**config.mk**
```make
export PLATFORM = sky130hd
export DESIGN_NAME = id_stage
export DESIGN_NICKNAME = d
export VERILOG_FILES = /design/src/rtl/id_stage.sv
export SDC_FILE = /design/constraint.sdc
export NUM_CORES = 1
export LEC_CHECK = 0
export ABC_AREA = 1
export CAP_MARGIN = 5
export CORE_ASPECT_RATIO = 1.75
export CORE_MARGIN = 5
export CORE_UTILIZATION = 42
export CTS_CLUSTER_SIZE = 25
export DETAILED_ROUTE_END_ITERATION = 6
export PLACE_DENSITY = 0.82
export SLEW_MARGIN = 20
export SYNTH_ARGS = -nofsm -noshare
export SYNTH_HDL_FRONTEND = slang
export SYNTH_SLANG_ARGS = --single-unit
```
**constraint.sdc**
```tcl
create_clock -name clk -period 2 [get_ports clk]
set_input_delay 0.4 -clock clk [delete_from_list [all_inputs] [get_ports clk]]
set_output_delay 0.4 -clock clk [all_outputs]
set_load 0.03 [all_outputs]
```
**src/rtl/id_stage.sv**
```systemverilog
// RV32I decode stage: decodes the fetched instruction, reads/forwards rs1/rs2,
// stalls on load-use, and registers the decode bundle for EX.
module id_stage #(
  parameter int XLEN   = 32,
  parameter int REG_AW = 5
) (
  input  logic              clk,
  input  logic              rst,
  input  logic              if_valid,
  output logic              if_ready,
  input  logic [XLEN-1:0]   if_pc,
  input  logic [31:0]       if_inst,
  output logic              re1,
  output logic [REG_AW-1:0] raddr1,
  input  logic [XLEN-1:0]   rdata1,
  output logic              re2,
  output logic [REG_AW-1:0] raddr2,
  input  logic [XLEN-1:0]   rdata2,
  input  logic              ex_wreg,
  input  logic [REG_AW-1:0] ex_waddr,
  input  logic [XLEN-1:0]   ex_wdata,
  input  logic              ex_is_load,
  input  logic              flush,
  output logic              id_valid,
  input  logic              ex_ready,
  output logic [XLEN-1:0]   id_pc,
  output logic [6:0]        id_opcode,
  output logic [2:0]        id_funct3,
  output logic [3:0]        id_alu_op,
  output logic [XLEN-1:0]   id_op1,
  output logic [XLEN-1:0]   id_op2,
  output logic [XLEN-1:0]   id_imm,
  output logic              id_use_imm,
  output logic [REG_AW-1:0] id_waddr,
  output logic              id_wreg,
  output logic              id_illegal
);

  localparam logic [6:0] OPC_LUI    = 7'b0110111;
  localparam logic [6:0] OPC_AUIPC  = 7'b0010111;
  localparam logic [6:0] OPC_JAL    = 7'b1101111;
  localparam logic [6:0] OPC_JALR   = 7'b1100111;
  localparam logic [6:0] OPC_LOAD   = 7'b0000011;
  localparam logic [6:0] OPC_OPIMM  = 7'b0010011;
  localparam logic [6:0] OPC_BRANCH = 7'b1100011;
  localparam logic [6:0] OPC_STORE  = 7'b0100011;
  localparam logic [6:0] OPC_OP     = 7'b0110011;

  logic [6:0]        w_opc;
  logic [2:0]        w_f3;
  logic [REG_AW-1:0] w_rd;
  logic [XLEN-1:0]   w_imm_i, w_imm_s, w_imm_b, w_imm_u, w_imm_j;
  logic              w_use1, w_use2, w_wr, w_uimm, w_ill;
  logic [XLEN-1:0]   w_imm;
  logic [3:0]        w_alu;
  logic              w_wreg;
  logic              w_fwd1, w_fwd2, w_haz1, w_haz2, w_hazard, w_adv;
  logic [XLEN-1:0]   w_op1, w_op2;

  logic              r_valid;
  logic [XLEN-1:0]   r_pc, r_op1, r_op2, r_imm;
  logic [6:0]        r_opcode;
  logic [2:0]        r_funct3;
  logic [3:0]        r_alu_op;
  logic              r_use_imm, r_wreg, r_illegal;
  logic [REG_AW-1:0] r_waddr;

  assign w_opc = if_inst[6:0];
  assign w_f3  = if_inst[14:12];
  assign w_rd  = if_inst[11:7];

  assign w_imm_i = {{(XLEN-12){if_inst[31]}}, if_inst[31:20]};
  assign w_imm_s = {{(XLEN-12){if_inst[31]}}, if_inst[31:25], if_inst[11:7]};
  assign w_imm_b = {{(XLEN-13){if_inst[31]}}, if_inst[31], if_inst[7],
                    if_inst[30:25], if_inst[11:8], 1'b0};
  assign w_imm_u = {{(XLEN-32){if_inst[31]}}, if_inst[31:12], 12'h000};
  assign w_imm_j = {{(XLEN-21){if_inst[31]}}, if_inst[31], if_inst[19:12],
                    if_inst[20], if_inst[30:21], 1'b0};

  // Illegal opcodes decode to an inert bundle: no reads, no write, no imm.
  always_comb begin
    w_use1 = 1'b0;
    w_use2 = 1'b0;
    w_wr   = 1'b0;
    w_uimm = 1'b1;
    w_ill  = 1'b0;
    w_imm  = '0;
    w_alu  = 4'b0000;
    case (w_opc)
      OPC_LUI, OPC_AUIPC: begin w_wr = 1'b1; w_imm = w_imm_u; end
      OPC_JAL:            begin w_wr = 1'b1; w_imm = w_imm_j; end
      OPC_JALR, OPC_LOAD: begin w_use1 = 1'b1; w_wr = 1'b1; w_imm = w_imm_i; end
      OPC_OPIMM: begin
        w_use1 = 1'b1;
        w_wr   = 1'b1;
        w_imm  = w_imm_i;
        w_alu  = {if_inst[30] & (w_f3 == 3'b101), w_f3};
      end
      OPC_BRANCH: begin w_use1 = 1'b1; w_use2 = 1'b1; w_uimm = 1'b0; w_imm = w_imm_b; end
      OPC_STORE:  begin w_use1 = 1'b1; w_use2 = 1'b1; w_imm = w_imm_s; end
      OPC_OP: begin
        w_use1 = 1'b1;
        w_use2 = 1'b1;
        w_wr   = 1'b1;
        w_uimm = 1'b0;
        w_alu  = {if_inst[30], w_f3};
      end
      default: begin w_ill = 1'b1; w_uimm = 1'b0; end
    endcase
  end

  assign w_wreg = w_wr & (w_rd != '0);

  assign re1    = w_use1 & if_valid;
  assign re2    = w_use2 & if_valid;
  assign raddr1 = if_inst[19:15];
  assign raddr2 = if_inst[24:20];

  // ALU results forward from EX; load results do not exist yet and stall instead.
  assign w_fwd1 = re1 & (raddr1 != '0) & ex_wreg & !ex_is_load & (ex_waddr == raddr1);
  assign w_fwd2 = re2 & (raddr2 != '0) & ex_wreg & !ex_is_load & (ex_waddr == raddr2);
  assign w_haz1 = re1 & (raddr1 != '0) & ex_wreg & ex_is_load & (ex_waddr == raddr1);
  assign w_haz2 = re2 & (raddr2 != '0) & ex_wreg & ex_is_load & (ex_waddr == raddr2);
  assign w_hazard = w_haz1 | w_haz2;

  assign w_op1 = (raddr1 == '0) ? '0 : (w_fwd1 ? ex_wdata : rdata1);
  assign w_op2 = (raddr2 == '0) ? '0 : (w_fwd2 ? ex_wdata : rdata2);

  assign w_adv    = !r_valid | ex_ready;
  assign if_ready = w_adv & !w_hazard & !flush;

  always_ff @(posedge clk) begin
    if (!rst) begin
      r_valid   <= 1'b0;
      r_pc      <= '0;
      r_opcode  <= '0;
      r_funct3  <= '0;
      r_alu_op  <= '0;
      r_op1     <= '0;
      r_op2     <= '0;
      r_imm     <= '0;
      r_use_imm <= 1'b0;
      r_waddr   <= '0;
      r_wreg    <= 1'b0;
      r_illegal <= 1'b0;
    end else if (flush) begin
      r_valid <= 1'b0;
    end else if (w_adv) begin
      // A hazard still captures, but as a bubble; fetch keeps the instruction.
      r_valid   <= if_valid & !w_hazard;
      r_pc      <= if_pc;
      r_opcode  <= w_opc;
      r_funct3  <= w_f3;
      r_alu_op  <= w_alu;
      r_op1     <= w_op1;
      r_op2     <= w_op2;
      r_imm     <= w_imm;
      r_use_imm <= w_uimm;
      r_waddr   <= w_rd;
      r_wreg    <= w_wreg;
      r_illegal <= w_ill;
    end
  end

  assign id_valid   = r_valid;
  assign id_pc      = r_pc;
  assign id_opcode  = r_opcode;
  assign id_funct3  = r_funct3;
  assign id_alu_op  = r_alu_op;
  assign id_op1     = r_op1;
  assign id_op2     = r_op2;
  assign id_imm     = r_imm;
  assign id_use_imm = r_use_imm;
  assign id_waddr   = r_waddr;
  assign id_wreg    = r_wreg;
  assign id_illegal = r_illegal;

endmodule

```
==> Word-level counts from Yosys, hierarchy flattened <==
Index checks and enable logic that the tools add are counted.
{ "word_totals": {"register_bits": 151, "latch_bits": 0, "ram_bits": 0, "rom_bits": 0, "inputBits": 172, "out_inout_bits": 164, "elab_cells": 76, "n_memories": 0} }
{ "op_classes": {"add_sub_neg": 0, "mul": 0, "div_mod_pow": 0, "order_cmp": 0, "eq_ne": 12, "shift": 0, "muxes": 11, "bitwise": 23, "reduce_logical": 18} }
{ "op_table": {"columns": ["operator", "n"], "rows": [
  ["32-bit one-hot mux with 5 select lines", 1],
  ["32-bit 2-to-1 mux", 4],
  ["7-bit by 6-bit == test with 1-bit output (second input constant)", 3],
  ["7-bit == test (second input constant)", 3],
  ["1-bit bitwise AND", 19],
  ["5-bit nonzero test", 3],
  ["7-bit by 5-bit == test with 1-bit output (second input constant)", 2],
  ["7-bit OR reduction", 2],
  ["5-bit == test", 2],
  ["5-bit zero test", 2],
  ["9-bit OR reduction", 1],
  ["4-bit one-hot mux with 2 select lines", 1],
  ["7-bit by 2-bit == test with 1-bit output (second input constant)", 1],
  ["3-bit OR reduction", 2],
  ["6-bit OR reduction", 1],
  ["1-bit 2-to-1 mux", 5],
  ["1-bit zero test", 4],
  ["2-bit OR reduction", 2],
  ["3-bit == test (second input constant)", 1],
  ["1-bit NOT", 2],
  ["1-bit bitwise OR", 2],
  ["2-bit AND reduction", 1]
]} }

==> Longest topological paths before layout <==
Gate-level depths: netlist (run 1).
{ "logic_depth": {"word_depth": 12, "ltp_mapped": 12, "depth_no_buf": 11} }

==> Worst setup path after synthesis (run 1) <==
No wires, ideal clock.
{ "synth_path": {"path_type": "input to output", "from": "input port if_inst[19]", "to": "output port if_ready", "t_arrival_ps": 1524, "slack_ps": 76, "path_stages": 7, "path_cell_list": "nor3_1 nand3_1 nand2_1 clkinv_1 nand4_1 nand3_1 nor2_1"} }
{ "synth_between": {"elab_chain_cells": 9, "elab_cells_between_ends": 10, "cone_classes": "1 x eq/ne; 7 x bitwise; 2 x reduce/logical"} }
{ "synth_lines": {"columns": ["element", "line", "text"], "rows": [
  ["start, declared", "12", "input logic [31:0] if_inst,"],
  ["5-bit nonzero test", "122", "assign w_haz1 = re1 & (raddr1 != '0) & ex_wreg & ex_is_load & (ex_waddr == raddr1);"],
  ["1-bit bitwise AND (3 in series)", "122", null],
  ["1-bit bitwise AND *", "122", null],
  ["1-bit bitwise OR *", "124", "assign w_hazard = w_haz1 | w_haz2;"],
  ["1-bit zero test *", "130", "assign if_ready = w_adv & !w_hazard & !flush;"],
  ["1-bit bitwise AND * (2 in series)", "130", null],
  ["end, declared", "10", "output logic if_ready,"]
]} }
Mark *: on every way between the ends. The rest lies on a longest branch, timed or not.

==> Final worst setup path (run 1) <==
Same ends and word-level chain as after synthesis.

==> results of run 1 <==
-- worst paths after layout --
check / to / slack (ns) / depth (start not counted)
hold reg to reg: id_imm[22] / 0.46 / 2
setup / recovery: if_ready / 0.02 / 9
hold / removal: id_opcode[0] / 0.24 / 3
setup reg to reg: id_imm[23] / 0.51 / 7
-- report_power, final --
part	total, uW	switching, uW	internal [uW]	leakage [uW]
Combinational	1840	1000	840	0.00374
Clock	3360	1410	1950	0.000292
Sequential	3250	83.6	3170	0.00124
-- layout by cell type, fill, tap and decap left out, types with 2 or more instances in the layout --
cell	synthesis	layout
dfxtp_1	151	151
inv_4	0	2
buf_4	10	89
a22oi_1	3	3
inv_6	0	6
nand4_1	72	72
inv_8	0	2
or2_2	2	2
nand2_1	241	223
a21oi_2	1	8
o22ai_1	3	3
nand3_2	0	7
nand3_1	77	69
nand3_4	2	3
nor3_2	0	2
o21ai_0	55	55
nor2_2	5	8
dlygate4sd2_1	0	4
clkinv_2	0	2
nor2_4	2	5
inv_1	131	127
inv_2	7	8
clkbuf_2	0	3
a21oi_1	116	108
clkinvlp_4	0	3
buf_6	7	2
nor3_1	4	2
clkdlybuf4s50_1	0	298
xnor2_2	0	2
clkbuf_16	0	19
buf_12	0	15
buf_2	16	12
nand2_2	5	21
clkbuf_8	0	2
bufinv_16	0	2
nand2_4	1	3
nor2_1	89	83
clkdlybuf4s15_1	0	3
o21ai_1	7	7
-- flip-flops by register name, indices dropped and copies added (netlist names) --
register / cells
id_alu_op: 4
id_funct3: 3
id_illegal: 1
id_imm: 32
id_op1: 32
id_op2: 32
id_opcode: 7
id_pc: 32
id_use_imm: 1
id_valid: 1
id_waddr: 5
id_wreg: 1
-- layout make-up --
class	instances	area [um2]	area share, %
repair buffers	429	4180	34.6
multi-input cells	693	3450	28.6
flip-flops and latches	151	3020	25.0
inverters	139	529	4.38
clock buffers	19	453	3.75
well taps	227	284	2.35
clock inverters	13	158	1.31
diodes	1	2.50	0.0207
-- through the flow --
step | TNS, ns | util (%)
5_1_grt | -0.282 | 71.3
3_3_place_gp | -22.19 | 66.0
4_1_cts | 0 | 70.2
2_1_floorplan | 0 | -
6_report | 0 | 71.3
3_5_place_dp | -26.96 | 66.0
-- worst reg2reg max path, stage by stage (launching register included) --
cell and delay (ns):
dfxtp_1 0.34, inv_1 0.04, nor2_1 0.23, nor2_4 0.12, inv_4 0.18, buf_4 0.25
nand2_1 0.10, a21oi_1 0.16
-- metal layers --
layer	GRT usage, %	up-vias	wire, um
met4	19.2	4	2160
met3	6.94	132	2460
li1	-	4162	-
met5	0	-	22
met1	28.4	3931	9750
met2	48.5	457	15000
-- timing repair --
item,CTS,global route
gates cloned,0,3
endpoints found under the setup margin,3,33
endpoints found under the hold margin,0,0
resized for setup,83,52
pin swaps,23,20
setup buffers,10,4
-- kinds of logic after synthesis --
family	after synthesis
compound gates	187
flops	151
xor+xnor	5
simple gates	501
buf+inv	221
==> results_dict.tcl, run 1 <==
set metrics [dict create \
    outcome "complete, but fails checks" \
    violations "design-rule violations" \
    yosysSeqAreaShare_pct 41.9 \
    power_uw 8450 \
    insertion_delay_ns 0.42 \
    die_h_um 183 \
    cp.required_ns 1.60 \
    worstMarginPinSlew_ns 0.471 \
    critPathKind "input port to output pin" \
    rsz0062_at_grt "yes" \
    critPathLaunch "if_inst[19]" \
    grt_max_degree 51 \
    synth_cells 1065 \
    async_flop_share_pct 0 \
    pre_cts_slack_ns -0.423 \
    relSlewSlack_pct 68.5 \
    crit_top_cell "nand3_2" \
    ys_seq_elements 151 \
    crit_chain "clkdlybuf4s15_1 > buf_4 > xnor2_1 > nand3_2 > inv_1 > nand4_1 > nand3_2 > nor2_4 > buf_12" \
    cts_sinks 151 \
    pin_count 336 \
    crit_family "buffers and inverters" \
    dp.cells 1623 \
    clkSlewWorstSetupHoldPaths_ns 0.06 \
    synth_top_area_cell "dfxtp_1" \
    synth_fa_ha_area_share_pct 0 \
    crit_path_end_kind "output pin" \
    holdBufCountCts 0 \
    synthSimpleGateAreaFrac_pct 31.1 \
    gp_congestion 0.944 \
    ys_top_cells_by_count "nand2_1 (241), dfxtp_1 (151), inv_1 (131)" \
    vias 8686 \
    fmax_mhz 504 \
    min_path_type "input port to flop" \
    synth.most_common_cell "nand2_1" \
    cp_slowest_cell "clkdlybuf4s15_1" \
    hpwl_um 21800 \
    ys.flop_type "dfxtp_1" \
    htreeDepth 4 \
    skew_ns 0.00895 \
    synth_mux_area_share_pct 0 \
    tritoncts "done" \
    worstPathArrival_ns 1.58 \
    cts_buffers 17 \
    fin_crit_sh_pct 99.2 \
    grt_pass1_wl_um 43700 \
    dpl_cell_area_um2 11200 \
    synth-edff-count 0 \
    final_cells 1672 \
    p_leak_uw 0.00527 \
    crit_path_start_kind "input port" \
    hold_viol_final 0 \
    dr.first_iter.drc_count 579 \
    syn-num-nets 1237 \
    vdd_ir_drop_max_v 0.000505 \
    initial_core_util_pct 42.5 \
    synth-compound-area-share_pct 13.3 \
    finalWorstSetupSlack_ns 0.0160 \
    vias_per_cell 5.19 \
    synth_top_area_share_pct 41.9 \
    layout-drive-gt1-share_pct 16.1 \
    holdWs_ns 0.245 \
    die_w_um 109 \
    grt_pass1_vias 8483 \
    grt-ovfl-total 0 \
    dr.pass1.iters 7 \
    crit_fanout 3 \
    slowest_delay_ns 0.20 \
    area_growth_pct 67.5 \
    io_buffers 335 \
    fin_area_um2 12100 \
    cp_num_buf_inv 4 \
    grt_usage_pct 27.8 \
    synthDistinctLibCells 31 \
    nNetsFinal 1603 \
    design.die.area_um2 20000 \
    n_fill_cell 1327 \
    worstHoldStart "if_inst[0]" \
    slew_viol_final 0 \
    avgSynthCellArea_um2 6.77 \
    worst_r2r_startpoint "id_valid" \
    synth_top_family_by_area "simple AND/OR/NAND/NOR gates" \
    cts_buffer_depth 2 \
    ys_top_cells_by_area "dfxtp_1 (42%), nand2_1 (13%), a21oi_1 (8.1%), inv_1 (6.8%), nand4_1 (6.2%)" \
    drc 1 \
    cap_violations 0 \
    post_drt_wl_per_cell_um 17.6 \
    syn-cell-area_um2 7210 \
    grt_antenna_before_repair 3 \
    finalSetupViolations 0 \
    post-route-min-period_ns 1.98 \
    power_density_nw_per_um2 699 \
    yosys.area_share.xor_xnor_pct 0.607 \
    ys_warn_count 0 \
    fp.coreArea_um2 16900 \
    routed_wl_um 29400 \
    cts_root_buf "clkbuf_16" \
    ant_nets 0 \
    placementRows 63 \
]
No activity file was read; power rests on OpenSTA's default activity.
==> run 2: changes to the inputs <==
- CORE_UTILIZATION: 42 -> 45
- PLACE_DENSITY: 0.82 -> 0.87
- SETUP_SLACK_MARGIN: default -> 0.05
- clock period: 2 -> 2.45 ns (I/O delays scaled with it)
==> run 2 against run 1 <==
The flow now finishes without violations. Clock skew down 0.0018 ns. Final cell count down 3.6%. First-iteration DRC count decreased by 16%. Register-to-register slack better by 0.32 ns. Non-clock buffer count shrank 22. Sequential power fell by 18%. Count of clock-buffer cells in the layout fell by 1. Global-route usage is 0.11 points higher. Power shrank 20%. Core utilization grew 2.8 points. Critical path depth grew 2. Combinational power is 22% lower.
==> results_dict.tcl, run 2 (synthesis results as in run 1) <==
set metrics [dict create \
    worstMarginPinSlew_ns 0.453 \
    dr.first_iter.drc_count 487 \
    outcome "complete, no violations" \
    cp.required_ns 1.96 \
    cts_buffers 17 \
    switchingPower_uw 2030 \
    post-route-min-period_ns 2.27 \
    grt_pass1_wl_um 41800 \
    post_drt_wl_per_cell_um 17.0 \
    crit_fanout 3 \
    grt_usage_pct 27.9 \
    min_path_type "flop to flop" \
    vias 8564 \
    vias_per_cell 5.31 \
    worstPathArrival_ns 1.78 \
    p_comb_share_pct 21.4 \
    holdBufCountCts 0 \
    fmax_mhz 441 \
    grt-ovfl-total 0 \
    cts_buffer_depth 2 \
    dr.pass1.iters 5 \
    io_buffers 335 \
    hold_viol_final 0 \
    layout-drive-gt1-share_pct 10.2 \
    pin_count 336 \
    p_leak_uw 0.00513 \
    tritoncts "done" \
    cts_sinks 151 \
    fp.coreArea_um2 15800 \
    htreeDepth 4 \
    critPathKind "input port to output pin" \
    grt_pass1_vias 8225 \
    fin_crit_sh_pct 92.6 \
    crit_path_start_kind "input port" \
    ant_nets 0 \
    power_density_nw_per_um2 574 \
    skew_ns 0.00711 \
    p_clk_share_pct 39.1 \
    cap_violations 0 \
    fin_area_um2 11700 \
    clkSlewWorstSetupHoldPaths_ns 0.06 \
    final_cell_mix "clkdlybuf4s50_1 (310), nand2_1 (238), dfxtp_1 (151)" \
    hpwl_um 20400 \
    final_common_cell "clkdlybuf4s50_1" \
    rsz0062_at_grt "no" \
    finalSetupViolations 0 \
    initial_core_util_pct 45.6 \
    p_seq_share_pct 39.4 \
    slew_viol_final 0 \
    die_h_um 177 \
    relSlewSlack_pct 69.7 \
    drc 0 \
    holdWs_ns 0.465 \
    die_w_um 106 \
    crit_path_end_kind "output pin" \
    routed_wl_um 27400 \
    grt_max_degree 92 \
    nNetsFinal 1581 \
    insertion_delay_ns 0.41 \
    design.die.area_um2 18800 \
    vdd_ir_drop_max_v 0.000411 \
    power_uw 6720 \
    area_growth_pct 62.3 \
    dpl_cell_area_um2 11000 \
    placementRows 61 \
    switching_share_pct 30.2 \
    cts_root_buf "clkbuf_16" \
    gp_congestion 0.888 \
    n_fill_cell 1177 \
    grt_antenna_before_repair 1 \
    intPower_uw 4690 \
]
## run 2: layout make-up
type                            instances  area, um2  area share [%]
Timing Repair Buffer                  407       4020            34.4
Multi-Input combinational cell        693       3300            28.2
Sequential cell                       151       3020            25.8
Inverter                              139        526            4.49
Clock buffer                           18        429            3.67
Tap cell                              189        236            2.02
Clock inverter                         14        159            1.36
Antenna cell                            1       2.50          0.0214
## run 2: final timing paths
kind | startpoint | to | slack [ns] | depth (start not counted)
hold reg to reg | id_op2[29] | id_op2[29] | 0.47 | 2
setup reg to reg | id_valid | id_imm[15] | 0.83 | 7
hold / removal | id_op2[29] | id_op2[29] | 0.47 | 2
setup / recovery | if_inst[18] | if_ready | 0.18 | 11
## run 2: power groups by stage
stage	clock network, uW	logic (uW)	registers, uW
after floorplan	0	424	2960
after detailed placement	0	1430	2700
after global routing	2770	1530	2670
after global placement	0	1420	2700
final	2630	1440	2650
after CTS	2660	1440	2650
## run 2: metal layers
| layer | up-vias | global-route usage, % | wire (um) |
|---|---|---|---|
| met3 | 75 | 6.99 | 2210 |
| met1 | 3925 | 28.3 | 9420 |
| li1 | 4121 | - | - |
| met4 | 0 | 13.9 | 1210 |
| met5 | - | 0 | 0 |
| met2 | 443 | 52.2 | 14600 |
## run 2: through the flow
| stage | instances | TNS, ns | util (%) | setup slack [ns] |
|---|---|---|---|---|
| detailed placement | 1572 | -0.558 | 69.8 | -0.121 |
| global placement | 1572 | -0.162 | 69.8 | -0.0979 |
| floorplan | 1065 | 0 | - | 0.346 |
| global route | 1612 | 0 | 74.1 | 0.0796 |
| CTS | 1610 | 0 | 73.9 | 0.0601 |
| finish | 1612 | 0 | 74.1 | 0.180 |
## run 2: repair_timing
item | in CTS | in global routing
hold endpoints to repair | 0 | 0
pin swaps | 13 | 3
endpoints found under the setup margin | 3 | 1
buffers inserted | 6 | 1
gates resized for setup | 27 | 6
## run 2: worst max-delay path, stage by stage
cell and delay (ns):
dlygate4sd2_1 0.26, buf_4 0.14, nor2_1 0.12, nor2_1 0.07, nor2_2 0.09, nand3_2 0.10, inv_1 0.08, nand4_1 0.11
nand3_1 0.12, nor2_2 0.05, buf_12 0.14
